[src/rtl/corral_pkg.sv]
`default_nettype none
// ============================================================================
//  Module    : corral_pkg
//  Purpose   : Shared types and constants for the Corral game engine:
//              controller state enum, cowboy move direction enum, the
//              direction -> (dy, dx) step table and the LFSR constants used
//              when CORRAL_RANDOM_EN is defined.
//  Revision  : 1.0  initial release
// ============================================================================
package corral_pkg;

    // Controller states
    typedef enum logic [2:0] {
        IDLE    = 3'd0,
        NEWGAME = 3'd1,
        COWBOY  = 3'd2,
        HORSE   = 3'd3,
        REPORT  = 3'd4
    } state_t;

    // Cowboy move directions; north is y-1, east is x+1
    typedef enum logic [2:0] {
        DIR_N  = 3'd0,
        DIR_NE = 3'd1,
        DIR_E  = 3'd2,
        DIR_SE = 3'd3,
        DIR_S  = 3'd4,
        DIR_SW = 3'd5,
        DIR_W  = 3'd6,
        DIR_NW = 3'd7
    } dir_t;

    // 2-bit two's-complement step codes
    localparam logic [1:0] c_STEP_0   = 2'b00;
    localparam logic [1:0] c_STEP_POS = 2'b01;
    localparam logic [1:0] c_STEP_NEG = 2'b11;

    // LFSR: x^8 + x^6 + x^5 + x^4 + 1, shift-left Fibonacci form
    localparam logic [7:0] c_LFSR_SEED = 8'hA5;
    localparam logic [7:0] c_LFSR_TAPS = 8'hB8;

    // Direction -> {dy, dx}, each a 2-bit step code
    function automatic logic [3:0] dir_step(input dir_t d);
        logic [3:0] r;
        case (d)
            DIR_N:   r = {c_STEP_NEG, c_STEP_0};
            DIR_NE:  r = {c_STEP_NEG, c_STEP_POS};
            DIR_E:   r = {c_STEP_0,   c_STEP_POS};
            DIR_SE:  r = {c_STEP_POS, c_STEP_POS};
            DIR_S:   r = {c_STEP_POS, c_STEP_0};
            DIR_SW:  r = {c_STEP_POS, c_STEP_NEG};
            DIR_W:   r = {c_STEP_0,   c_STEP_NEG};
            DIR_NW:  r = {c_STEP_NEG, c_STEP_NEG};
            default: r = 4'b0000;
        endcase
        return r;
    endfunction

    function automatic logic [7:0] lfsr_next(input logic [7:0] s);
        return {s[6:0], ^(s & c_LFSR_TAPS)};
    endfunction

endpackage : corral_pkg
`default_nettype wire

[src/rtl/corral_horse_step.sv]
`default_nettype none
// ============================================================================
//  Module    : corral_horse_step
//  Purpose   : Combinational single-horse move. Picks the preferred axis
//              (larger distance from the cowboy, x on ties unless i_tie_y),
//              steps away from the cowboy on it, falls back to the other
//              axis, and stays if both are blocked by a wall, an occupied
//              cell or the cowboy.
//  Ports     : i_horse_pos  current horse position {y, x}
//              i_cowboy_pos cowboy position {y, x}
//              i_occ        one bit per cell, set where an uncaptured horse is
//              i_tie_y      on |dx|==|dy|, prefer the y axis
//              i_stay       force the horse to stay this cycle
//              o_next_pos   resulting horse position
//  Revision  : 1.0  initial release
// ============================================================================
module corral_horse_step #(
    parameter int POS_W = 4
) (
    input  logic [POS_W-1:0]      i_horse_pos,
    input  logic [POS_W-1:0]      i_cowboy_pos,
    input  logic [2**POS_W-1:0]   i_occ,
    input  logic                  i_tie_y,
    input  logic                  i_stay,
    output logic [POS_W-1:0]      o_next_pos
);

    localparam int c_HALF = POS_W / 2;

    logic [c_HALF-1:0] w_hx, w_hy, w_cx, w_cy;
    logic [c_HALF+1:0] w_dx, w_dy, w_adx, w_ady;
    logic              w_x_up, w_y_up;
    logic              w_x_wall, w_y_wall;
    logic [c_HALF-1:0] w_x_tgt, w_y_tgt;
    logic [POS_W-1:0]  w_x_cell, w_y_cell;
    logic              w_x_blk, w_y_blk;
    logic              w_prefer_y;

    assign w_hx = i_horse_pos[c_HALF-1:0];
    assign w_hy = i_horse_pos[POS_W-1:c_HALF];
    assign w_cx = i_cowboy_pos[c_HALF-1:0];
    assign w_cy = i_cowboy_pos[POS_W-1:c_HALF];

    // Two extra bits: the top bit is the sign of the difference
    assign w_dx  = {2'b00, w_hx} - {2'b00, w_cx};
    assign w_dy  = {2'b00, w_hy} - {2'b00, w_cy};
    assign w_adx = w_dx[c_HALF+1] ? -w_dx : w_dx;
    assign w_ady = w_dy[c_HALF+1] ? -w_dy : w_dy;

    assign w_prefer_y = (w_ady > w_adx) || ((w_ady == w_adx) && i_tie_y);

    // Flee direction; when aligned, head toward the board's far half
    assign w_x_up = (w_dx == '0) ? ~w_hx[c_HALF-1] : ~w_dx[c_HALF+1];
    assign w_y_up = (w_dy == '0) ? ~w_hy[c_HALF-1] : ~w_dy[c_HALF+1];

    assign w_x_wall = w_x_up ? (w_hx == {c_HALF{1'b1}}) : (w_hx == '0);
    assign w_y_wall = w_y_up ? (w_hy == {c_HALF{1'b1}}) : (w_hy == '0);

    assign w_x_tgt  = w_x_up ? (w_hx + 1'b1) : (w_hx - 1'b1);
    assign w_y_tgt  = w_y_up ? (w_hy + 1'b1) : (w_hy - 1'b1);
    assign w_x_cell = {w_hy, w_x_tgt};
    assign w_y_cell = {w_y_tgt, w_hx};

    // Wall test first: a wrapped target cell is meaningless
    assign w_x_blk = w_x_wall || i_occ[w_x_cell] || (w_x_cell == i_cowboy_pos);
    assign w_y_blk = w_y_wall || i_occ[w_y_cell] || (w_y_cell == i_cowboy_pos);

    always_comb begin
        o_next_pos = i_horse_pos;
        if (!i_stay) begin
            if (w_prefer_y) begin
                if (!w_y_blk)      o_next_pos = w_y_cell;
                else if (!w_x_blk) o_next_pos = w_x_cell;
            end else begin
                if (!w_x_blk)      o_next_pos = w_x_cell;
                else if (!w_y_blk) o_next_pos = w_y_cell;
            end
        end
    end

endmodule : corral_horse_step
`default_nettype wire

[src/rtl/corral_game_ctrl.sv]
`default_nettype none
// ============================================================================
//  Module    : corral_game_ctrl
//  Purpose   : Corral game engine. One cowboy chases N_HORSES horses on a
//              2^(POS_W/2)-square board. A turn moves the cowboy, steps each
//              uncaptured horse in index order (one per cycle), then streams
//              the cowboy word followed by every horse word.
//  Ports     : clock, reset (sync, active-high)
//              move[2:0], enter        turn request (accepted when ready)
//              data, data_valid, data_captured   position stream
//              gameover, lostwon, ready, moves_left  game status
//              All outputs are registered.
//  Config    : CORRAL_RANDOM_EN - adds an 8-bit LFSR that breaks axis ties
//              and occasionally freezes a horse for its cycle.
//  Revision  : 1.0  initial release
// ============================================================================
module corral_game_ctrl
    import corral_pkg::*;
#(
    parameter int POS_W     = 4,
    parameter int N_HORSES  = 2,
    parameter int MAX_MOVES = 15,
    localparam int MW       = $clog2(MAX_MOVES + 1)
) (
    input  logic             clock,
    input  logic             reset,
    input  logic [2:0]       move,
    input  logic             enter,
    output logic [POS_W-1:0] data,
    output logic             data_valid,
    output logic             data_captured,
    output logic             gameover,
    output logic             lostwon,
    output logic             ready,
    output logic [MW-1:0]    moves_left
);

    localparam int c_HALF = POS_W / 2;
    localparam int c_SIDE = 1 << c_HALF;
    localparam int c_CW   = $clog2(N_HORSES + 1);
    localparam logic [c_HALF-1:0] c_CMAX = {c_HALF{1'b1}};

    state_t              r_state, w_state_nxt;
    logic [c_CW-1:0]     r_cnt, w_cnt_nxt;
    logic [POS_W-1:0]    r_cowboy, w_cowboy_nxt;
    logic [POS_W-1:0]    r_horse [N_HORSES];
    logic [POS_W-1:0]    w_horse_nxt [N_HORSES];
    logic [N_HORSES-1:0] r_capt, w_capt_nxt;
    logic [MW-1:0]       r_moves, w_moves_nxt;
    logic                r_gameover, w_gameover_nxt;
    logic                r_lostwon, w_lostwon_nxt;
    logic                r_ready, w_ready_nxt;
    logic [POS_W-1:0]    r_data, w_data_nxt;
    logic                r_valid, w_valid_nxt;
    logic                r_dcapt, w_dcapt_nxt;

    logic                w_accept;
    logic [3:0]          w_dir_step;
    logic [c_HALF-1:0]   w_cx, w_cy, w_cx_new, w_cy_new;
    logic [POS_W-1:0]    w_cowboy_mv;
    logic [N_HORSES-1:0] w_capt_after;
    logic                w_all_capt;
    logic                w_horse_last, w_report_last;
    logic [POS_W-1:0]    w_sel_pos;
    logic [2**POS_W-1:0] w_occ;
    logic [POS_W-1:0]    w_step_pos;
    logic                w_tie_y, w_stay;

    assign w_accept      = (r_state == IDLE) && r_ready && enter;
    assign w_horse_last  = (r_cnt == c_CW'(N_HORSES - 1));
    assign w_report_last = (r_cnt == c_CW'(N_HORSES));

    // ------------------------------------------------------------------
    // Cowboy move: per-axis step, clamped at the walls
    // ------------------------------------------------------------------
    assign w_dir_step = dir_step(dir_t'(move));
    assign w_cx       = r_cowboy[c_HALF-1:0];
    assign w_cy       = r_cowboy[POS_W-1:c_HALF];

    always_comb begin
        w_cx_new = w_cx;
        w_cy_new = w_cy;
        if ((w_dir_step[1:0] == c_STEP_POS) && (w_cx != c_CMAX)) w_cx_new = w_cx + 1'b1;
        if ((w_dir_step[1:0] == c_STEP_NEG) && (w_cx != '0))     w_cx_new = w_cx - 1'b1;
        if ((w_dir_step[3:2] == c_STEP_POS) && (w_cy != c_CMAX)) w_cy_new = w_cy + 1'b1;
        if ((w_dir_step[3:2] == c_STEP_NEG) && (w_cy != '0))     w_cy_new = w_cy - 1'b1;
    end

    assign w_cowboy_mv = {w_cy_new, w_cx_new};

    // Capture every uncaptured horse standing on the cowboy's new cell
    always_comb begin
        w_capt_after = r_capt;
        for (int i = 0; i < N_HORSES; i++) begin
            if (r_horse[i] == w_cowboy_mv) w_capt_after[i] = 1'b1;
        end
    end

    assign w_all_capt = &w_capt_after;

    // ------------------------------------------------------------------
    // Horse stepper, shared across horses by r_cnt
    // ------------------------------------------------------------------
    always_comb begin
        w_sel_pos = r_horse[0];
        w_occ     = '0;
        for (int i = 0; i < N_HORSES; i++) begin
            if (r_cnt == c_CW'(i)) w_sel_pos = r_horse[i];
            if (!r_capt[i])        w_occ[r_horse[i]] = 1'b1;
        end
    end

`ifdef CORRAL_RANDOM_EN
    logic [7:0] r_lfsr;

    always_ff @(posedge clock) begin
        if (reset) r_lfsr <= c_LFSR_SEED;
        else       r_lfsr <= lfsr_next(r_lfsr);
    end

    assign w_tie_y = r_lfsr[0];
    assign w_stay  = (r_lfsr[7:5] == 3'b000);
`else
    assign w_tie_y = 1'b0;
    assign w_stay  = 1'b0;
`endif

    corral_horse_step #(
        .POS_W        (POS_W)
    ) u_horse_step (
        .i_horse_pos  (w_sel_pos),
        .i_cowboy_pos (r_cowboy),
        .i_occ        (w_occ),
        .i_tie_y      (w_tie_y),
        .i_stay       (w_stay),
        .o_next_pos   (w_step_pos)
    );

    // ------------------------------------------------------------------
    // FSM: state register
    // ------------------------------------------------------------------
    always_ff @(posedge clock) begin
        if (reset) r_state <= IDLE;
        else       r_state <= w_state_nxt;
    end

    // ------------------------------------------------------------------
    // FSM: next state
    // ------------------------------------------------------------------
    always_comb begin
        w_state_nxt = r_state;
        case (r_state)
            IDLE:    if (w_accept) w_state_nxt = r_gameover ? NEWGAME : COWBOY;
            NEWGAME: w_state_nxt = REPORT;
            COWBOY:  w_state_nxt = w_all_capt ? REPORT : HORSE;
            HORSE:   if (w_horse_last)  w_state_nxt = REPORT;
            REPORT:  if (w_report_last) w_state_nxt = IDLE;
            default: w_state_nxt = IDLE;
        endcase
    end

    // ------------------------------------------------------------------
    // FSM: outputs and game datapath (next values, registered below)
    // ------------------------------------------------------------------
    always_comb begin
        w_cnt_nxt      = r_cnt;
        w_cowboy_nxt   = r_cowboy;
        w_horse_nxt    = r_horse;
        w_capt_nxt     = r_capt;
        w_moves_nxt    = r_moves;
        w_gameover_nxt = r_gameover;
        w_lostwon_nxt  = r_lostwon;
        w_ready_nxt    = 1'b0;
        w_data_nxt     = r_data;
        w_valid_nxt    = 1'b0;
        w_dcapt_nxt    = r_dcapt;
        case (r_state)
            IDLE: begin
                // Only IDLE with no accepted request keeps ready high
                w_ready_nxt = ~w_accept;
                w_cnt_nxt   = '0;
            end
            NEWGAME: begin
                w_cowboy_nxt = '0;
                for (int i = 0; i < N_HORSES; i++) begin
                    w_horse_nxt[i] = {c_HALF'(c_SIDE - 1 - i), c_CMAX};
                end
                w_capt_nxt     = '0;
                w_moves_nxt    = MW'(MAX_MOVES);
                w_gameover_nxt = 1'b0;
                w_lostwon_nxt  = 1'b0;
                w_cnt_nxt      = '0;
            end
            COWBOY: begin
                w_cowboy_nxt = w_cowboy_mv;
                w_capt_nxt   = w_capt_after;
                if (r_moves != '0) w_moves_nxt = r_moves - 1'b1;
                if (w_all_capt) begin
                    w_gameover_nxt = 1'b1;
                    w_lostwon_nxt  = 1'b1;
                end
                w_cnt_nxt = '0;
            end
            HORSE: begin
                for (int i = 0; i < N_HORSES; i++) begin
                    if ((r_cnt == c_CW'(i)) && !r_capt[i]) w_horse_nxt[i] = w_step_pos;
                end
                if (w_horse_last) begin
                    w_cnt_nxt = '0;
                    if ((r_moves == '0) && !(&r_capt)) begin
                        w_gameover_nxt = 1'b1;
                        w_lostwon_nxt  = 1'b0;
                    end
                end else begin
                    w_cnt_nxt = r_cnt + 1'b1;
                end
            end
            REPORT: begin
                w_valid_nxt = 1'b1;
                if (r_cnt == '0) begin
                    w_data_nxt  = r_cowboy;
                    w_dcapt_nxt = 1'b0;
                end
                for (int i = 0; i < N_HORSES; i++) begin
                    if (r_cnt == c_CW'(i + 1)) begin
                        w_data_nxt  = r_horse[i];
                        w_dcapt_nxt = r_capt[i];
                    end
                end
                w_cnt_nxt = w_report_last ? '0 : r_cnt + 1'b1;
            end
            default: ;
        endcase
    end

    always_ff @(posedge clock) begin
        if (reset) begin
            r_cnt      <= '0;
            r_cowboy   <= '0;
            for (int i = 0; i < N_HORSES; i++) r_horse[i] <= '0;
            r_capt     <= '0;
            r_moves    <= '0;
            r_gameover <= 1'b1;
            r_lostwon  <= 1'b0;
            r_ready    <= 1'b0;
            r_data     <= '0;
            r_valid    <= 1'b0;
            r_dcapt    <= 1'b0;
        end else begin
            r_cnt      <= w_cnt_nxt;
            r_cowboy   <= w_cowboy_nxt;
            r_horse    <= w_horse_nxt;
            r_capt     <= w_capt_nxt;
            r_moves    <= w_moves_nxt;
            r_gameover <= w_gameover_nxt;
            r_lostwon  <= w_lostwon_nxt;
            r_ready    <= w_ready_nxt;
            r_data     <= w_data_nxt;
            r_valid    <= w_valid_nxt;
            r_dcapt    <= w_dcapt_nxt;
        end
    end

    assign data          = r_data;
    assign data_valid    = r_valid;
    assign data_captured = r_dcapt;
    assign gameover      = r_gameover;
    assign lostwon       = r_lostwon;
    assign ready         = r_ready;
    assign moves_left    = r_moves;

endmodule : corral_game_ctrl
`default_nettype wire

[config.mk]
export PLATFORM = sky130hd
export DESIGN_NAME = corral_game_ctrl
export DESIGN_NICKNAME = d
export VERILOG_FILES = /design/src/rtl/corral_pkg.sv /design/src/rtl/corral_horse_step.sv /design/src/rtl/corral_game_ctrl.sv
export SDC_FILE = /design/constraint.sdc
export NUM_CORES = 1
export LEC_CHECK = 0
export CAP_MARGIN = 20
export CORE_MARGIN = 2
export CORE_UTILIZATION = 30
export CTS_BUF_LIST = sky130_fd_sc_hd__clkbuf_4
export DETAILED_ROUTE_END_ITERATION = 8
export PLACE_DENSITY = 0.42
export SLEW_MARGIN = 0
export SYNTH_ARGS = -nofsm -noshare
export SYNTH_HDL_FRONTEND = slang
export SYNTH_SLANG_ARGS = --single-unit
[constraint.sdc]
create_clock -name clock -period 4.5 [get_ports clock]
set_clock_uncertainty 0.2 [all_clocks]
set_input_delay 0.9 -clock clock [delete_from_list [all_inputs] [get_ports clock]]
set_output_delay 0.9 -clock clock [all_outputs]
set_load 0.05 [all_outputs]
* Word level (Yosys, flattened, before mapping)
Memory sizes are Yosys's and may differ from the RTL's. Cells that the tools add are included. Widths: inputs -> output; s select.
Word-level totals: memories 1, bits in read-only memories 32, register bits 32, input bits 6, output and inout port bits 13, word-level logic and storage cells 171
Cells by class: mux-type cells 60, equal/unequal tests 26, bitwise operators 7, reduce and logical (&&, ||, !) cells 43, order comparisons 7, add/sub/neg operators 14
Memories:
- (name not given) | words 8, bits a word 4, read ports 1, clocked after memory_dff 0, wr ports 0, RTL line corral_pkg.sv:45 | case (d)
Operators with widths (count):
- $mux 4 | 13
- $mux 16 | 2
- $lt 4x5->1 const B | 4
- $mux 2 | 10
- $ne 2x2->1 const B | 10
- $mux 1 | 19
- $eq 4x4->1 | 4
- $or 16x16->16 | 1
- $pmux 4 s2 | 2
- $pmux 8 s2 | 1
- $pmux 3 s5 | 1
- $logic_not 4->1 | 3
- $mux 3 | 4
- $reduce_and 2->1 | 6
- $logic_and 1x1->1 | 11
- $add 2x1->2 const B | 5
- $eq 2x2->1 const B | 5
- $reduce_bool 3->1 | 3
- $bmux 1 s4 | 2
- $demux 1 s4 | 2
- $ge 4x1->1 const B | 2
- $neg 4->4 | 2
- $reduce_bool 2->1 | 4
- $sub 2x1->2 const B | 4
- other kinds (20) | 37

* Logic depth before layout (Yosys ltp)
Gate-level depths: netlist of the first run.
depth in word-level cells 16, gate-level depth with buffers 16, depth with buffers taken out 15

* Hierarchy
Synthesis of the first run repeated with hierarchy kept, for this count alone.
Second synthesis, totals: cell total of the unflattened synthesis 388, area total of the unflattened synthesis 3045.4 µm²
Modules (own cells, without submodules):
- corral_game_ctrl | seq. area each 640.6 µm², area an instance 2168.3 µm², cells each 284, instances 1
- corral_horse_step | seq. area each 0.0 µm², area an instance 877.1 µm², cells each 104, instances 1

* Worst setup path before layout of the first run
No wires, ideal clock.
kind reg2reg, from register r_cnt[0], to register r_horse[2] in the netlist's numbering, arrival 3.793 ns, slack 0.387 ns, clock period less this slack 4.113 ns, stages on the path, launching flop included 17, buffers on the path 3, library setup time 0.120 ns, data required time 4.180 ns, cell sequence dfxtp_1 -> nor2b_1 -> buf_6 -> mux2_2 -> buf_2 -> nor2_1 -> fa_1 -> ha_1 -> clkbuf_1 -> a21oi_1 -> o21ai_1 -> o21ai_1 -> nand3_1 -> a2111oi_1 -> nor4_4 -> a21o_1 -> a211o_1
Between the ends: longest elaborated chain between the ends 15, elaborated cells between the ends (all ways) 48, those cells by class add/sub: 8; order compare: 1; eq/ne: 6; mux: 19; bitwise: 4; reduce/logical: 10
RTL lines:
- start, declared | RTL line corral_game_ctrl.sv:44 | logic [c_CW-1:0] r_cnt, w_cnt_nxt;
- start signal, assigned | RTL line corral_game_ctrl.sv:250 | r_cnt <= w_cnt_nxt;
- $eq 2x1->1 * | RTL line corral_game_ctrl.sv:108, corral_game_ctrl.sv:206
- $mux 4 | RTL line corral_game_ctrl.sv:108 | if (r_cnt == c_CW'(i)) w_sel_pos = r_horse[i];
- $sub 2x2->3 | RTL line corral_horse_step.sv:46 | assign w_dy = {2'b00, w_hy} - {2'b00, w_cy};
- $logic_not 4->1 or $not 1->1 (tied branches) | RTL line corral_horse_step.sv:54 | assign w_y_up = (w_dy == '0) ? ~w_hy[c_HALF-1] : ~w_dy[c_HALF+1];
- $mux 1 | RTL line corral_horse_step.sv:54
- $mux 2 | RTL line corral_horse_step.sv:60 | assign w_y_tgt = w_y_up ? (w_hy + 1'b1) : (w_hy - 1'b1);
- $bmux 1 s4 | RTL line corral_horse_step.sv:66 | assign w_y_blk = w_y_wall || i_occ[w_y_cell] || (w_y_cell == i_cowboy_pos);
- $mux 1 (not written as such) | RTL line corral_horse_step.sv:66
- $logic_or 1x1->1 (2 in series) | RTL line corral_horse_step.sv:66
- $mux 4 | RTL line corral_horse_step.sv:76 | else if (!w_y_blk) o_next_pos = w_y_cell;
- $mux 4 | RTL line corral_horse_step.sv:75 | if (!w_x_blk) o_next_pos = w_x_cell;
- $mux 4 | RTL line corral_horse_step.sv:71 | if (w_prefer_y) begin
- $mux 4 | RTL line corral_game_ctrl.sv:206 | if ((r_cnt == c_CW'(i)) && !r_capt[i]) w_horse_nxt[i] = w_step_pos;
- $pmux 8 s2 | RTL line corral_game_ctrl.sv:177 | case (r_state)
- end signal, assigned | RTL line corral_game_ctrl.sv:252 | r_horse <= w_horse_nxt;
- end, declared | RTL line corral_game_ctrl.sv:46 | logic [POS_W-1:0] r_horse [N_HORSES];
Mark *: on every way between the ends. The rest lies on a longest branch, timed or not. The select of a mux whose other input is x is not followed. A chain may end at the register's enable or synchronous reset.

* Final worst setup path of the first run
Same ends and word-level chain as after synthesis.

==> out/qor_table.md, run 1 <==
| Result | Value |
| --- | --- |
| Status | finished, final reports clean |
| Ys async rst share | 0% |
| Clk Latency, worst-skew pair | 330 ps |
| Worst relative slew slack | 39.0% |
| Antenna violations before repair | 0 |
| Unrepaired setup endpoints after global routing | no |
| Final standard cell area without fillers | 0.00378 mm2 |
| Cell with the most instances after synthesis | nand2_1 |
| Detailed router's first-iteration violation count | 245 |
| Critical path startpoint category | flip-flop |
| Synthesized instance count | 458 |
| Final antenna-violating net count | 0 |
| Aggregate global routing overflow | 0 |
| Wire length of the first global-routing pass | 19000 um |
| Synth Register Bits | 32 |
| Nets@finish | 486 |
| Crit-path slowest cell | fa_1 |
| Cell type group with the largest total delay on the critical path | compound AO/OA/AOI/OAI gates |
| Cells taking the most area after synthesis | dfxtp_1 (19%), nand2_1 (5.3%), ha_1 (4.8%) |
| Final estimated routing congestion in global placement | 0.836 |
| Top post-synthesis cells by count | nand2_1 (48), nor2_1 (33), dfxtp_1 (32), a21oi_1 (23), o21ai_0 (21) |
| Final Cycle Share | 94.9% |
| Synthesized area per cell | 7.44 um2 |
| Number of inserted diodes | 0 |
| Maximum fanout along the worst path | 10 |
| Post-CTS Hold Buffers | 0 |
| Final sum of negative setup slack | 0 ps |
| Distinct cell type count after synthesis | 72 |
| Maximum level of the CTS H-tree | 2 |
| DRT Pass-1 Iters | 5 |
| Reg clk slew, reported paths | 100 ps |
| Number of max-slew violations in the final report | 0 |
| Lkg Pwr | 1.32 nW |
| WL per Instance | 19.7 um |
| Full die area | 0.0122 mm2 |
| Endpoints failing hold | 0 |
| Largest area contributor in the synthesized netlist | dfxtp_1 |
| Number of I/O pins | 19 |
| Setup-failing EPs final | 0 |
| Synth-to-layout area growth | 11.0% |
| Fraction of final layout cells with drive strength greater than 1 | 9.66% |
| Pin count of the biggest net entering global routing | 21 |
| Initial core utilization | 31.0% |
| Predominant post-synthesis flop cell | dfxtp_1 |
| Total core area | 0.0110 mm2 |
| Number of buffers and inverters on the critical path | 1 |
| Mapped cell area | 0.00341 mm2 |
| Post-Place Setup Slack | 171 ps |
| # clock sinks | 32 |
| Transition at the pin with the smallest max-transition slack | 913 ps |
| Clk Tree Root Cell | clkbuf_4 |
| Sum of routed wire length over all layers | 11900 um |
| Total power density per cell area | 411 mW/mm2 |
| Fmax | 234 MHz |
| Crit-path most repeated cell | a211oi_1 |
| Final worst setup slack | 229 ps |
| Category of the critical setup timing path | reg -> reg |
| Final worst path period need | 4270 ps |
| Maximum vdd drop | 187 uV |
| Worst Setup End Kind | flip-flop |
| Sequential share of the synthesized area | 18.8% |
| Worst hold-check path type | reg -> reg |
| Die W | 111 um |
| Total of max-cap violations | 0 |
| Total number of vias | 3581 |
| Area share of the largest cell type after synthesis | 18.8% |
| Std cell rows | 38 |
| Required time at the endpoint of the critical path | 4530 ps |
| CTS tree | done |
| Die Ht | 111 um |
| CTS Buffer Depth | 2 |
| HPWL after DPL | 8800 um |
| Number of global-route vias before repair | 3506 |
| Count of fill cells added during filler insertion | 1151 |
| Cell-by-cell listing of the critical path | nor2b_2 -> mux2_2 -> nor2_1 -> fa_1 -> ha_1 -> or3b_1 -> a211oi_1 -> nor3_1 -> a221o_1 -> a22o_1 -> nor4_4 -> buf_4 -> a211oi_1 -> a211o_1 |
| Count of input and output buffers | 18 |
| DR DRC count | 0 |
| Net count after synthesis | 479 |
| Delay of the slowest critical-path stage | 480 ps |
| Post-synth EDFFs | 0 |
| Via/cell ratio | 5.91 |
| Post-placement cell area | 0.00371 mm2 |
| Number of warnings reported in the yosys synthesis log | 0 |
| Number of buffers inserted during clock tree synthesis | 5 |
| Total GRT Usage | 19.2% |
| Worst EP arrival | 4300 ps |
## logic make-up after synthesis
group / after synthesis / share of synthesized area, %
AO/OA/AOI/OAI: 140 / 29.1
adder cells (fa/ha/maj): 15 / 5.95
multiplexers: 16 / 5.99
flip-flops: 32 / 18.8
XOR/XNOR: 18 / 4.63
AND/OR/NAND/NOR: 178 / 27.5
buffers and inverters: 59 / 8.04
## cells in the final DEF (no fill, tap or decap), types with 8 or more instances in the layout
cell type / Yosys / routed
nand3_1: 19 / 19
xnor2_1: 10 / 10
nand2_1: 48 / 48
nand4_1: 10 / 10
mux2i_1: 11 / 11
nand2b_1: 8 / 8
nor3_1: 18 / 18
a21oi_1: 23 / 23
dfxtp_1: 32 / 32
inv_1: 20 / 20
a22oi_1: 12 / 12
xor2_1: 8 / 8
ha_1: 13 / 13
o22ai_1: 8 / 8
o21ai_0: 21 / 21
buf_4: 5 / 17
nor2_1: 33 / 33
clkdlybuf4s50_1: 0 / 18
a211oi_1: 11 / 11
## final timing paths
check	startpoint	to	slack (ps)	depth (start not counted)
max	r_cnt[0]$_SDFFE_PP0P_	r_horse[2]$_SDFFE_PP0P_	230	14
min	lostwon$_SDFFE_PP0P_	lostwon$_SDFFE_PP0P_	260	2
max reg2reg	r_cnt[0]$_SDFFE_PP0P_	r_horse[2]$_SDFFE_PP0P_	230	14
min reg2reg	lostwon$_SDFFE_PP0P_	lostwon$_SDFFE_PP0P_	260	2
## through the flow
stage / cells / utilization, % / hold slack [ps] / power (mW)
CTS: 605 / 34.3 / 269 / 1.54
global route: 606 / 34.4 / 299 / 1.67
floorplan: 458 / - / 290 / 1.09
global placement: 596 / 33.7 / 251 / 1.36
detailed placement: 597 / 33.7 / 251 / 1.37
finish: 606 / 34.4 / 261 / 1.56
## sequential cells by signal, summed over array words and instances, names as in the netlist
| register | cells |
|---|---|
| r_horse | 8 |
| data | 4 |
| moves_left | 4 |
| r_cowboy | 4 |
| r_state | 3 |
| r_capt | 2 |
| r_cnt | 2 |
| data_captured | 1 |
| data_valid | 1 |
| gameover | 1 |
| lostwon | 1 |
| ready | 1 |
## tightest hold or removal path, stage by stage (launching register included)
cell     delay (ps)
dfxtp_1         320
nand2_1          50
a21oi_1          50
## per-layer routing
metal | routed length (um) | global-route usage [%] | vias to the layer above
li1 | - | - | 1726
met1 | 5330 | 24.2 | 1717
met2 | 5740 | 33.7 | 105
met3 | 457 | 2.14 | 33
met4 | 419 | 6.92 | 0
met5 | 0 | 0 | -
## power by group
group | switching [mW] | internal (mW)
clock network | 0.0958 | 0.0721
logic | 0.640 | 0.367
registers | 0.0585 | 0.322
## cell type report
cell class / count / area [um2] / area share, %
clock inverters: 1 / 3.75 / 0.0993
repair buffers: 37 / 324 / 8.57
clock buffers: 7 / 52.6 / 1.39
flip-flops and latches: 32 / 641 / 16.9
inverters: 22 / 85.1 / 2.25
multi-input cells: 367 / 2500 / 66.1
well taps: 140 / 175 / 4.63
## timing repair
item,4_1_cts,5_1_grt
gates resized for setup,0,3
buffers inserted,0,1
endpoints found under the setup margin,0,8
endpoints found under the hold margin,0,0
Power figures use the tool's default switching activity.
==> inputs of run 2 (changes only) <==
- CAP_MARGIN: 20 -> 25
- CTS_BUF_LIST: sky130_fd_sc_hd__clkbuf_4 -> sky130_fd_sc_hd__clkbuf_16
==> out/qor_table.md, run 2 (same netlist as run 1, synthesis figures left out) <==
| Result | Value |
| --- | --- |
| Status | finished, final reports clean |
| Std cell rows | 38 |
| Total number of vias | 3566 |
| Final estimated routing congestion in global placement | 0.836 |
| Reg clk slew, reported paths | 50 ps |
| Worst relative slew slack | 39.6% |
| Category of the critical setup timing path | reg -> reg |
| Unrepaired setup endpoints after global routing | no |
| Number of I/O pins | 19 |
| Final sum of negative setup slack | 0 ps |
| Setup-failing EPs final | 0 |
| Fmax | 234 MHz |
| Worst Setup End Kind | flip-flop |
| Clk Tree Root Cell | clkbuf_16 |
| HPWL after DPL | 8800 um |
| Count of fill cells added during filler insertion | 1137 |
| Number of inserted diodes | 0 |
| Number of max-slew violations in the final report | 0 |
| Total core area | 0.0110 mm2 |
| Clk Latency, worst-skew pair | 280 ps |
| Final Cycle Share | 94.9% |
| Critical path startpoint category | flip-flop |
| Maximum level of the CTS H-tree | 2 |
| Final antenna-violating net count | 0 |
| Power Total | 1.71 mW |
| Wire length of the first global-routing pass | 19100 um |
| Final standard cell area without fillers | 0.00387 mm2 |
| # clock sinks | 32 |
| Sum of routed wire length over all layers | 11900 um |
| Total GRT Usage | 19.3% |
| Die Ht | 111 um |
| Initial core utilization | 31.0% |
| Number of global-route vias before repair | 3533 |
| Antenna violations before repair | 0 |
| Maximum fanout along the worst path | 10 |
| Post-placement cell area | 0.00371 mm2 |
| Synth-to-layout area growth | 13.5% |
| Aggregate global routing overflow | 0 |
| Register with the highest flop count | r_horse |
| Count of input and output buffers | 18 |
| Worst Hold Slack | 254 ps |
| Transition at the pin with the smallest max-transition slack | 904 ps |
| Post-CTS Hold Buffers | 0 |
| Pin count of the biggest net entering global routing | 21 |
| Lkg Pwr | 1.36 nW |
| Worst hold-check path type | reg -> reg |
| Total of max-cap violations | 0 |
| Required time at the endpoint of the critical path | 4470 ps |
| Full die area | 0.0122 mm2 |
| Endpoints failing hold | 0 |
| CTS tree | done |
| Nets@finish | 486 |
| DR DRC count | 0 |
| CTS Buffer Depth | 2 |
| Total power density per cell area | 442 mW/mm2 |
| WL per Instance | 19.7 um |
| Maximum vdd drop | 223 uV |
| Number of buffers inserted during clock tree synthesis | 5 |
| Die W | 111 um |
| Via/cell ratio | 5.88 |
| Number of flip-flops in the largest register | 8 |
| Worst EP arrival | 4230 ps |
| Most frequent standard cell in the layout excluding fill and tap cells | nand2_1 |
| Detailed router's first-iteration violation count | 239 |
| Final worst path period need | 4270 ps |
| DRT Pass-1 Iters | 5 |
| Top library cells by usage in the layout, fill and taps aside | nand2_1 (48), nor2_1 (33), dfxtp_1 (32), a21oi_1 (23), inv_1 (22) |
| Fraction of final layout cells with drive strength greater than 1 | 9.44% |
[run 2: cell count changes in the layout (fill, tap and decap cells not counted), sizes merged]
cell    before  now
clkbuf       7    5
inv         22   24
[run 2: path summary, 6_finish.rpt]
check / slack [ps] / endpoint / depth (start not counted) / from
worst max-delay path: 230 / r_horse[2]$_SDFFE_PP0P_ / 14 / r_cnt[0]$_SDFFE_PP0P_
worst min-delay path: 250 / lostwon$_SDFFE_PP0P_ / 2 / lostwon$_SDFFE_PP0P_
worst max register to register: 230 / r_horse[2]$_SDFFE_PP0P_ / 14 / r_cnt[0]$_SDFFE_PP0P_
worst min register to register: 250 / lostwon$_SDFFE_PP0P_ / 2 / lostwon$_SDFFE_PP0P_
[run 2: power breakdown]
group	leakage [nW]	total (mW)	switching, mW	internal, mW
combinational	1.03	1.01	0.644	0.367
clock	0.0738	0.316	0.117	0.199
sequential	0.260	0.382	0.0592	0.323
[run 2: critical path, stage by stage (launching register included)]
cell and delay [ps]:
dfxtp_1 320, nor2b_2 200, mux2_2 370, nor2_1 180
fa_1 480, ha_1 280, or3b_1 370, a211oi_1 250
nor3_1 110, a221o_1 310, a22o_1 250, nor4_4 270
buf_4 210, a211oi_1 90, a211o_1 270
[run 2: layout make-up]
class / instances / area (um2) / share of cell area [%]
clock inverters: 3 / 11.3 / 0.291
inverters: 22 / 85.1 / 2.20
multi-input cells: 367 / 2500 / 64.8
clock buffers: 5 / 125 / 3.24
flip-flops and latches: 32 / 641 / 16.6
repair buffers: 37 / 324 / 8.38
well taps: 140 / 175 / 4.53
[run 2: per-layer routing]
metal	up-vias	track usage, %	wire length, um
met2	96	34.0	5860
met3	28	1.98	454
li1	1727	-	-
met4	0	7.42	346
met1	1715	24.1	5280
met5	-	0	0
[run 2: timing repair]
action	4_1_cts	5_1_grt
setup endpoints to repair	0	8
gates resized for setup	0	4
setup buffers	0	1
[run 2: per-stage QoR]
| stage | cells | setup WS (ps) | util [%] |
|---|---|---|---|
| 6_report | 606 | 231 | 35.2 |
| 2_1_floorplan | 458 | 387 | - |
| 3_3_place_gp | 596 | 245 | 33.7 |
| 4_1_cts | 605 | 147 | 35.0 |
| 3_5_place_dp | 597 | 171 | 33.7 |
| 5_1_grt | 606 | 9.01 | 35.2 |
